$ cat config.mk
export PLATFORM = sky130hd
export DESIGN_NAME = imem_fetch
export DESIGN_NICKNAME = d
export VERILOG_FILES = /design/src/rtl/imem_fetch.sv
export SDC_FILE = /design/constraint.sdc
export NUM_CORES = 1
export LEC_CHECK = 0
export CAP_MARGIN = 0
export CORE_ASPECT_RATIO = 2
export CORE_MARGIN = 2
export CORE_UTILIZATION = 55
export CTS_CLUSTER_DIAMETER = 120
export DETAILED_ROUTE_END_ITERATION = 10
export PLACE_DENSITY_LB_ADDON = 0.25
export SLEW_MARGIN = 25
export SYNTH_ARGS = -nofsm -noshare
export SYNTH_HDL_FRONTEND = slang
export SYNTH_SLANG_ARGS = --single-unit
$ cat constraint.sdc
create_clock -name clk -period 1.71 [get_ports clk]
set_clock_uncertainty 0.15 [all_clocks]
set_input_delay 0.4275 -clock clk [delete_from_list [all_inputs] [get_ports clk]]
set_output_delay 0.4275 -clock clk [all_outputs]
set_load 0.05 [all_outputs]
$ cat src/rtl/imem_fetch.sv
// imem_fetch: clocked instruction memory between the fetch stage and decode.
//
// A DEPTH x DATA_W word store is written through a program-load port and read
// through a valid/ready fetch port. Each accepted fetch loads a single
// registered response slot one cycle later. The slot is held until decode
// accepts it or a redirect flushes it. Out-of-range fetches return an all-zero
// NOP with rsp_fault set and bump a saturating fault counter.
//
// Ports:
//   clk, rst_n            clock, asynchronous active-low reset
//   req_valid/req_ready   fetch request handshake, req_addr = word address
//   rsp_valid/rsp_ready   response handshake, rsp_data/rsp_fault payload
//   flush                 discard the held response (redirect)
//   wr_en/wr_addr/wr_data program-load write port
//   fault_cnt             saturating count of faulting accepted fetches
module imem_fetch #(
    parameter int DATA_W      = 32,
    parameter int DEPTH       = 32,
    parameter int ADDR_W      = 32,
    parameter int FAULT_CNT_W = 8
) (
    input  logic                   clk,
    input  logic                   rst_n,
    input  logic                   req_valid,
    output logic                   req_ready,
    input  logic [ADDR_W-1:0]      req_addr,
    output logic                   rsp_valid,
    input  logic                   rsp_ready,
    output logic [DATA_W-1:0]      rsp_data,
    output logic                   rsp_fault,
    input  logic                   flush,
    input  logic                   wr_en,
    input  logic [ADDR_W-1:0]      wr_addr,
    input  logic [DATA_W-1:0]      wr_data,
    output logic [FAULT_CNT_W-1:0] fault_cnt
);

    localparam int IDX_W = (DEPTH > 1) ? $clog2(DEPTH) : 1;
    // One extra bit so DEPTH == 2^ADDR_W is representable; the compare uses
    // the full address so high bits never alias onto valid words.
    localparam logic [ADDR_W:0] DEPTH_EXT = (ADDR_W + 1)'(DEPTH);
    localparam logic [FAULT_CNT_W-1:0] CNT_MAX = {FAULT_CNT_W{1'b1}};

    logic [DATA_W-1:0]      mem_r [DEPTH];
    logic                   rsp_valid_r;
    logic [DATA_W-1:0]      rsp_data_r;
    logic                   rsp_fault_r;
    logic [FAULT_CNT_W-1:0] fault_cnt_r;

    logic                   req_ready_s;
    logic                   accept_s;
    logic                   rd_in_range_s;
    logic                   wr_in_range_s;
    logic                   drain_s;

    // Handshake and range decode; only rsp_ready/flush reach req_ready combinationally.
    always_comb begin
        req_ready_s   = 1'b1;
        accept_s      = 1'b0;
        rd_in_range_s = 1'b0;
        wr_in_range_s = 1'b0;
        drain_s       = 1'b0;
        if (rsp_valid_r) begin
            req_ready_s = rsp_ready | flush;
        end else begin
            req_ready_s = 1'b1;
        end
        accept_s      = req_valid & req_ready_s;
        rd_in_range_s = ({1'b0, req_addr} < DEPTH_EXT);
        wr_in_range_s = ({1'b0, wr_addr} < DEPTH_EXT);
        drain_s       = rsp_valid_r & (rsp_ready | flush);
    end

    // Program-load write port; storage is deliberately not reset so a loaded
    // program survives a CPU reset.
    always_ff @(posedge clk) begin
        if (wr_en && wr_in_range_s) begin
            mem_r[wr_addr[IDX_W-1:0]] <= wr_data;
        end
    end

    // Response slot: load on accept (reading the pre-write word), empty on
    // drain/flush, otherwise hold payload stable for a stalled decode.
    always_ff @(posedge clk or negedge rst_n) begin
        if (!rst_n) begin
            rsp_valid_r <= 1'b0;
            rsp_data_r  <= {DATA_W{1'b0}};
            rsp_fault_r <= 1'b0;
        end else if (accept_s) begin
            rsp_valid_r <= 1'b1;
            if (rd_in_range_s) begin
                rsp_data_r  <= mem_r[req_addr[IDX_W-1:0]];
                rsp_fault_r <= 1'b0;
            end else begin
                rsp_data_r  <= {DATA_W{1'b0}};
                rsp_fault_r <= 1'b1;
            end
        end else if (drain_s) begin
            rsp_valid_r <= 1'b0;
        end else begin
            rsp_valid_r <= rsp_valid_r;
        end
    end

    // Saturating count of accepted out-of-range fetches.
    always_ff @(posedge clk or negedge rst_n) begin
        if (!rst_n) begin
            fault_cnt_r <= {FAULT_CNT_W{1'b0}};
        end else if (accept_s && !rd_in_range_s && (fault_cnt_r != CNT_MAX)) begin
            fault_cnt_r <= fault_cnt_r + FAULT_CNT_W'(1);
        end else begin
            fault_cnt_r <= fault_cnt_r;
        end
    end

    assign req_ready = req_ready_s;
    assign rsp_valid = rsp_valid_r;
    assign rsp_data  = rsp_data_r;
    assign rsp_fault = rsp_fault_r;
    assign fault_cnt = fault_cnt_r;

endmodule

==> results.ini, run 1 <==
[run_status]
status = finished with violations
violations = setup timing

[global_routing]
top_usage_layer = met2
grtUsageMet1_pct = 32.78
antenna_found_initial = 0
grt_max_degree = 43
use_met2_pct = 53.70
grt_pass1_vias = 23450
met3_usage_pct = 3.666
grt_first_pass_wirelength_mm = 158.9
grt_util_all_layers_pct = 29.43
overflow = 0

[setup_path]
critPathTopFamily = simple AND/OR/NAND/NOR gates
worstRegToRegCells = 5
crit_buf_inv = 2
slowest_delay_ps = 390
reg2reg_slack_ps = -400
worstPathRequired_ps = 1130
start_kind = register
cp-end-kind = output port
critPathArrivalTime_ps = 1650
cp_cell_sequence = or3b_4 -> buf_6 -> buf_8
r2r-start = mem_r[13][7]$_DFFE_PP_
critPathKind = reg -> out
critPathMaxFanout = 2
cp_slowest_cell = or3b_4
timing.rr.end = rsp_data[7]$_DFFE_PN0P_

[logic_synthesis]
synthArstFlopShare_pct = 3.940
syn_inst = 2019
ys_warn_count = 0
synth_compound_area_share_pct = 3.084
yosysSeqAreaShare_pct = 77.30
synth_xor_area_share_pct = 0.1490
syn_nets = 2122
synth-simple-area-share_pct = 3.199
avgSynthCellArea_um2 = 20.38
ys_types = 39
ys_seq_elements = 1066
synth.area.mux_share_pct = 14.70
synth_area_um2 = 41140
synthFlopType = edfxtp_1
synth_top_family_by_area = multiplexers
synth-edff-count = 1024
synth-adder-area-share_pct = 0.03041

[detailed_routing]
drtIter0Drc = 2447
drt-pass1-iter-count = 5
drt-vias-per-instance = 6.410
drtAntennaViolNets = 0
routed_wl_mm = 118.6
drc_errors = 0
vias = 22820
wire_per_inst_um = 33.32

[placed_design]
place_congestion = 0.8982
port_buffers = 144
place_area_um2 = 47530
dp_hpwl_mm = 70.87

[die]
core_um2 = 73920
io_pins = 145
fp-row-count = 141
die_area_um2 = 77140
die_h_um = 390.8
die_width_um = 197.4
start_util_pct = 55.66

[cts]
cts_buffer_depth = 3
insertion_delay_ps = 670
htree_levels = 3
clk_pin_slew_ps = 60
numCtsBuffers = 87
cts-root-buf = clkbuf_16
cts_tree = yes
clock_sinks = 1066

[timing]
finalMaxSlewViolations = 0
setup_viol = 1107
rsz0062_at_grt = true
setup_slack_ps = -513.5
fmax_ghz = 0.4497
tightest_slew_ps = 855.8
slew_headroom_pct = 42.95
hold_violations = 0
fin_crit_sh_pct = 130.0
finalCriticalPeriod_ps = 2224

[power]
p_leak_nw = 17.78
p_per_area_nw_per_um2 = 1016
power.total_mw = 53.92
ir_drop_mv = 1.035

[cells_and_area]
area_growth_pct = 29.03
drive_gt1_share_pct = 36.83
antenna_cells = 0
mostFrequentLayoutCells = edfxtp_1, mux4_2, buf_12
finalInstanceArea_um2 = 53090
multi_input_area_um2 = 9186
seqCellArea_um2 = 31800
fill_cells = 4096
final_common_cell = edfxtp_1
num-nets-final = 2663

[job]
cap_violations = 0

[min_path]
hp-class = in -> async

worst reg2reg max path: stages, from the launching register on:
cell and delay (ps):
edfxtp_1 390, mux4_2 560, mux2i_1 280, a21oi_1 320, nand2_1 180, o211ai_1 100
logic make-up after synthesis:
kind of cell | count (synthesis)
buffers and inverters | 114
DFF | 1066
AOI/OAI and AO/OA | 194
muxes | 352
and+or+nand+nor | 285
xor gates and xnor gates | 7
adders and majority gates | 1
sequential cells by signal (all words and copies together) (netlist names):
signal and flops:
rsp_data 32, rsp_valid 1, fault_cnt 8, rsp_fault 1
mem_r 1024
cell usage after synthesis, drive strengths merged, types with 15 or more instances:
cell type | n | area share, %
a21oi | 32 | 0.39
a22oi | 31 | 0.57
buf | 70 | 1.1
clkbuf | 41 | 0.40
dfrtp | 42 | 2.6
edfxtp | 1024 | 75
mux2 | 96 | 2.6
mux2i | 64 | 1.6
mux4 | 192 | 11
nand2 | 136 | 1.2
nand2b | 35 | 0.53
nand3 | 38 | 0.46
nor2 | 35 | 0.32
nor4 | 15 | 0.24
o211ai | 65 | 1.2
o21ai | 31 | 0.38
o22ai | 32 | 0.50
through the flow:
| stage | hold WS [ps] | std cells | utilization (%) | setup slack [ps] | setup TNS (ps) |
|---|---|---|---|---|---|
| 2_1_floorplan | -18.09 | 2019 | - | -868.1 | -864340 |
| 3_3_place_gp | 295.2 | 3274 | 64.30 | -1285 | -1256600 |
| 3_5_place_dp | 298.8 | 3274 | 64.30 | -1262 | -1240520 |
| 4_1_cts | 130.9 | 3501 | 69.99 | -572.3 | -287090 |
| 5_1_grt | 145.0 | 3560 | 71.82 | -561.5 | -374910 |
| 6_report | 146.0 | 3560 | 71.82 | -513.5 | -308320 |
power breakdown:
| group | switching (mW) | total [mW] | internal, mW |
|---|---|---|---|
| registers | 0.0420 | 28.7 | 28.6 |
| logic | 2.36 | 4.21 | 1.85 |
| clock network | 9.24 | 21.0 | 11.8 |
| total | 11.6 | 53.9 | 42.3 |
final cells by class:
cell class / count / area share (%)
clock buffers: 105 / 4.407
clock inverters: 55 / 1.188
inverters: 3 / 0.02121
multi-input cells: 839 / 17.30
flip-flops and latches: 1066 / 59.90
well taps: 929 / 2.190
repair buffers: 563 / 14.99
what timing repair did:
| action | in CTS | in global routing |
|---|---|---|
| pin swaps | 19 | 15 |
| gates resized for setup | 191 | 59 |
| cloned | 22 | 45 |
| setup buffers | 46 | 27 |
| endpoints found under the hold margin | 42 | 0 |
| endpoints found under the setup margin | 1107 | 1107 |
| hold buffers | 1 | 0 |
layer usage:
metal  share of wire (%)  vias up
met5                   0        -
met1                  32    11860
li1                    -     9375
met4                 6.9        0
met2                  55     1282
met3                 6.8      297
worst max path at each step:
stage	start	end	cells after the start	slack [ps]
2_1_floorplan	wr_addr[29]	mem_r[19][0]$_DFFE_PP_	5	-870
3_3_place_gp	wr_addr[20]	mem_r[27][23]$_DFFE_PP_	9	-1290
3_5_place_dp	wr_addr[23]	mem_r[19][23]$_DFFE_PP_	9	-1260
4_1_cts	rsp_valid$_DFFE_PN0P_	req_ready	3	-570
5_1_grt	rsp_valid$_DFFE_PN0P_	req_ready	3	-560
6_report	rsp_valid$_DFFE_PN0P_	req_ready	3	-510
Power figures use the tool's default switching activity.
==> run 2, diff against run 1 <==
--- a/config.mk
+++ b/config.mk
@@ -5,11 +5,13 @@
 export SDC_FILE = /design/constraint.sdc
 export NUM_CORES = 1
 export LEC_CHECK = 0
+export ABC_AREA = 1
 export CAP_MARGIN = 0
 export CORE_ASPECT_RATIO = 2
 export CORE_MARGIN = 2
 export CORE_UTILIZATION = 55
 export CTS_CLUSTER_DIAMETER = 120
+export CTS_CLUSTER_SIZE = 30
 export DETAILED_ROUTE_END_ITERATION = 10
 export PLACE_DENSITY_LB_ADDON = 0.25
 export SLEW_MARGIN = 25
==> run 2 against run 1 <==
Net effect:
- the run still ends with setup timing left
- wire length up 13%
- sequential power barely moved
- critical path depth up 9
- non-clock buffer count is 8 lower
- power decreased by 15%
- clock power is 40% lower
- cell count grew 41%
- global-route usage up 2.6 points
- combinational power up 16%
- register-to-register slack improved by 400 ps
- worst hold slack lost 110 ps
- synthesized cell count increased by 77%
==> results.ini, run 2 <==
[run_status]
status = finished with violations
violations = setup timing

[logic_synthesis]
synth.area.mux_share_pct = 0
ys_seq_elements = 1066
ys_top_cells_by_area = edfxtp_1, nand3_1, nand2_1
synth-simple-area-share_pct = 22.43
synth_commonest_cells = nand2_1, edfxtp_1, nand3_1
synth_compound_area_share_pct = 0.08137
ys_types = 22
synth-edff-count = 1024
synth_top_area_cell = edfxtp_1
synth_xor_area_share_pct = 0.1424
syn_inst = 3578
synth-adder-area-share_pct = 0.02906
synth_most_common_cell = nand2_1
yosysSeqAreaShare_pct = 73.86
avgSynthCellArea_um2 = 12.03
synth_area_um2 = 43060
synthArstFlopShare_pct = 3.940
synth_top_family_by_area = simple AND/OR/NAND/NOR gates
ys_warn_count = 0
netlist.area_leader.share_pct = 71.42
syn_nets = 3681
synthFlopType = edfxtp_1

[detailed_routing]
drtIter0Drc = 3763
drt-pass1-iter-count = 8
routed_wl_mm = 134.2
drc_errors = 0
drt-vias-per-instance = 6.062
vias = 30400
wire_per_inst_um = 26.76
drtAntennaViolNets = 0

[timing]
fin_crit_sh_pct = 117.8
timing.hold.ws_ps = 39.99
fmax_ghz = 0.4964
slew_headroom_pct = 64.44
finalMaxSlewViolations = 0
hold_violations = 0
rsz0062_at_grt = true
finalCriticalPeriod_ps = 2014
tightest_slew_ps = 533.3
setup_tns_ps = -201040
setup_slack_ps = -304.5
setup_viol = 1068

[cells_and_area]
post-route-util_pct = 67.90
mostFrequentLayoutCells = nand2_1, edfxtp_1, nand3_1
antenna_cells = 0
finalInstanceArea_um2 = 52840
stdcell_count = 5014
final_common_cell = nand2_1
num-nets-final = 4055
largest_reg_flops = 1024
drive_gt1_share_pct = 15.06
area_growth_pct = 22.74

[cts]
cts_buffer_depth = 3
insertion_delay_ps = 630
htree_levels = 2
clk_pin_slew_ps = 120
cts-root-buf = clkbuf_16
clock_sinks = 1066
cts_tree = yes
numCtsBuffers = 41

[die]
fp-row-count = 145
core_um2 = 77830
die_area_um2 = 80670
die_h_um = 399.7
io_pins = 145
die_width_um = 201.8
start_util_pct = 55.32

[global_routing]
grt_first_pass_wirelength_mm = 187.8
grt_max_degree = 58
grt_util_all_layers_pct = 32.07
antenna_found_initial = 1
overflow = 0
grt_pass1_vias = 29800

[power]
p_leak_nw = 19.19
p_per_area_nw_per_um2 = 872.1
power.total_mw = 46.09
ir_drop_mv = 0.7646

[placed_design]
place_area_um2 = 49010
port_buffers = 144
dp.cells = 4811
post-place-ws_ps = -1169
dp_hpwl_mm = 80.50
place_congestion = 0.9130

[setup_path]
cp_slowest_cell = nor4_4
critPathMaxFanout = 13
r2r-start = mem_r[19][6]$_DFFE_PP_
cp-end-kind = register
crit_top_cell = buf_12
slowest_delay_ps = 260
critPathArrivalTime_ps = 2200
cp_cell_sequence = buf_6 -> nor4_4 -> nand3b_1 -> nor2_4 -> buf_12 -> buf_12 -> buf_12 -> nand3_4 -> buf_6 -> nor2_4 -> buf_12 -> buf_12
start_kind = input port
worstPathRequired_ps = 1900
critPathKind = in -> reg
crit_start = wr_addr[20]

[min_path]
hp-class = in -> async

[job]
cap_violations = 0

-- run 2: changes by cell type after synthesis, sizes merged, moves of 24 or more --
cell,before,now
buf,70,202
nor2,35,59
a21oi,32,0
mux2,96,0
nand3,38,941
mux4,192,0
mux2i,64,0
a22oi,31,0
o22ai,32,0
nand2b,35,0
nand2,136,1239
o21ai,31,7
o211ai,65,0
-- run 2: power by group --
group	internal [mW]	switching [mW]
logic	1.84	3.03
registers	28.6	0.0511
clock network	4.86	7.70
total	35.3	10.8
-- run 2: area by class of cell --
| cell class | count | area, um^2 |
|---|---|---|
| flip-flops and latches | 1066 | 31810 |
| fillers | 5118 | 24990 |
| multi-input cells | 2267 | 10250 |
| repair buffers | 555 | 8169 |
| well taps | 1029 | 1287 |
| clock buffers | 74 | 1192 |
| inverters | 21 | 108.9 |
| clock inverters | 2 | 25.02 |
-- run 2: logic make-up (layout without fill, tap and decap cells) --
group	Yosys count	after routing
xor gates and xnor gates	7	7
adders and majority gates	1	1
DFF	1066	1066
AOI/OAI and AO/OA	7	7
and+or+nand+nor	2251	2252
buffers and inverters	246	652
-- run 2: what timing repair did --
item,CTS,global route
pin swaps,27,15
hold endpoints to repair,42,0
hold buffers,1,0
resized for setup,200,54
setup endpoints to repair,1075,1079
cloned,32,24
setup buffers,59,20
-- run 2: critical path: cells and delay by family --
family,cells,cell delay (ps)
buffers and inverters,7,920
and+or+nand+nor,5,820
-- run 2: layer usage --
| metal | vias up | wire length (um) | global-route usage (%) |
|---|---|---|---|
| met5 | - | 14 | 0 |
| met3 | 518 | 10210 | 3.730 |
| met4 | 2 | 12610 | 21.70 |
| met1 | 14730 | 42260 | 35.42 |
| met2 | 1813 | 69060 | 57.95 |
| li1 | 13330 | - | - |
-- run 2: path summary, 6_finish.rpt --
kind / endpoint / slack, ps / depth (start not counted)
setup / recovery: mem_r[14][11]$_DFFE_PP_ / -300 / 12
hold / removal: rsp_data[11]$_DFFE_PN0P_ / 40 / 2
setup reg to reg: rsp_data[6]$_DFFE_PN0P_ / 0 / 8
hold reg to reg: rsp_data[9]$_DFFE_PN0P_ / 410 / 2
max in group asynchronous: rsp_data[20]$_DFFE_PN0P_ / 760 / 3
min in group clk: rsp_data[0]$_DFFE_PN0P_ / 160 / 5
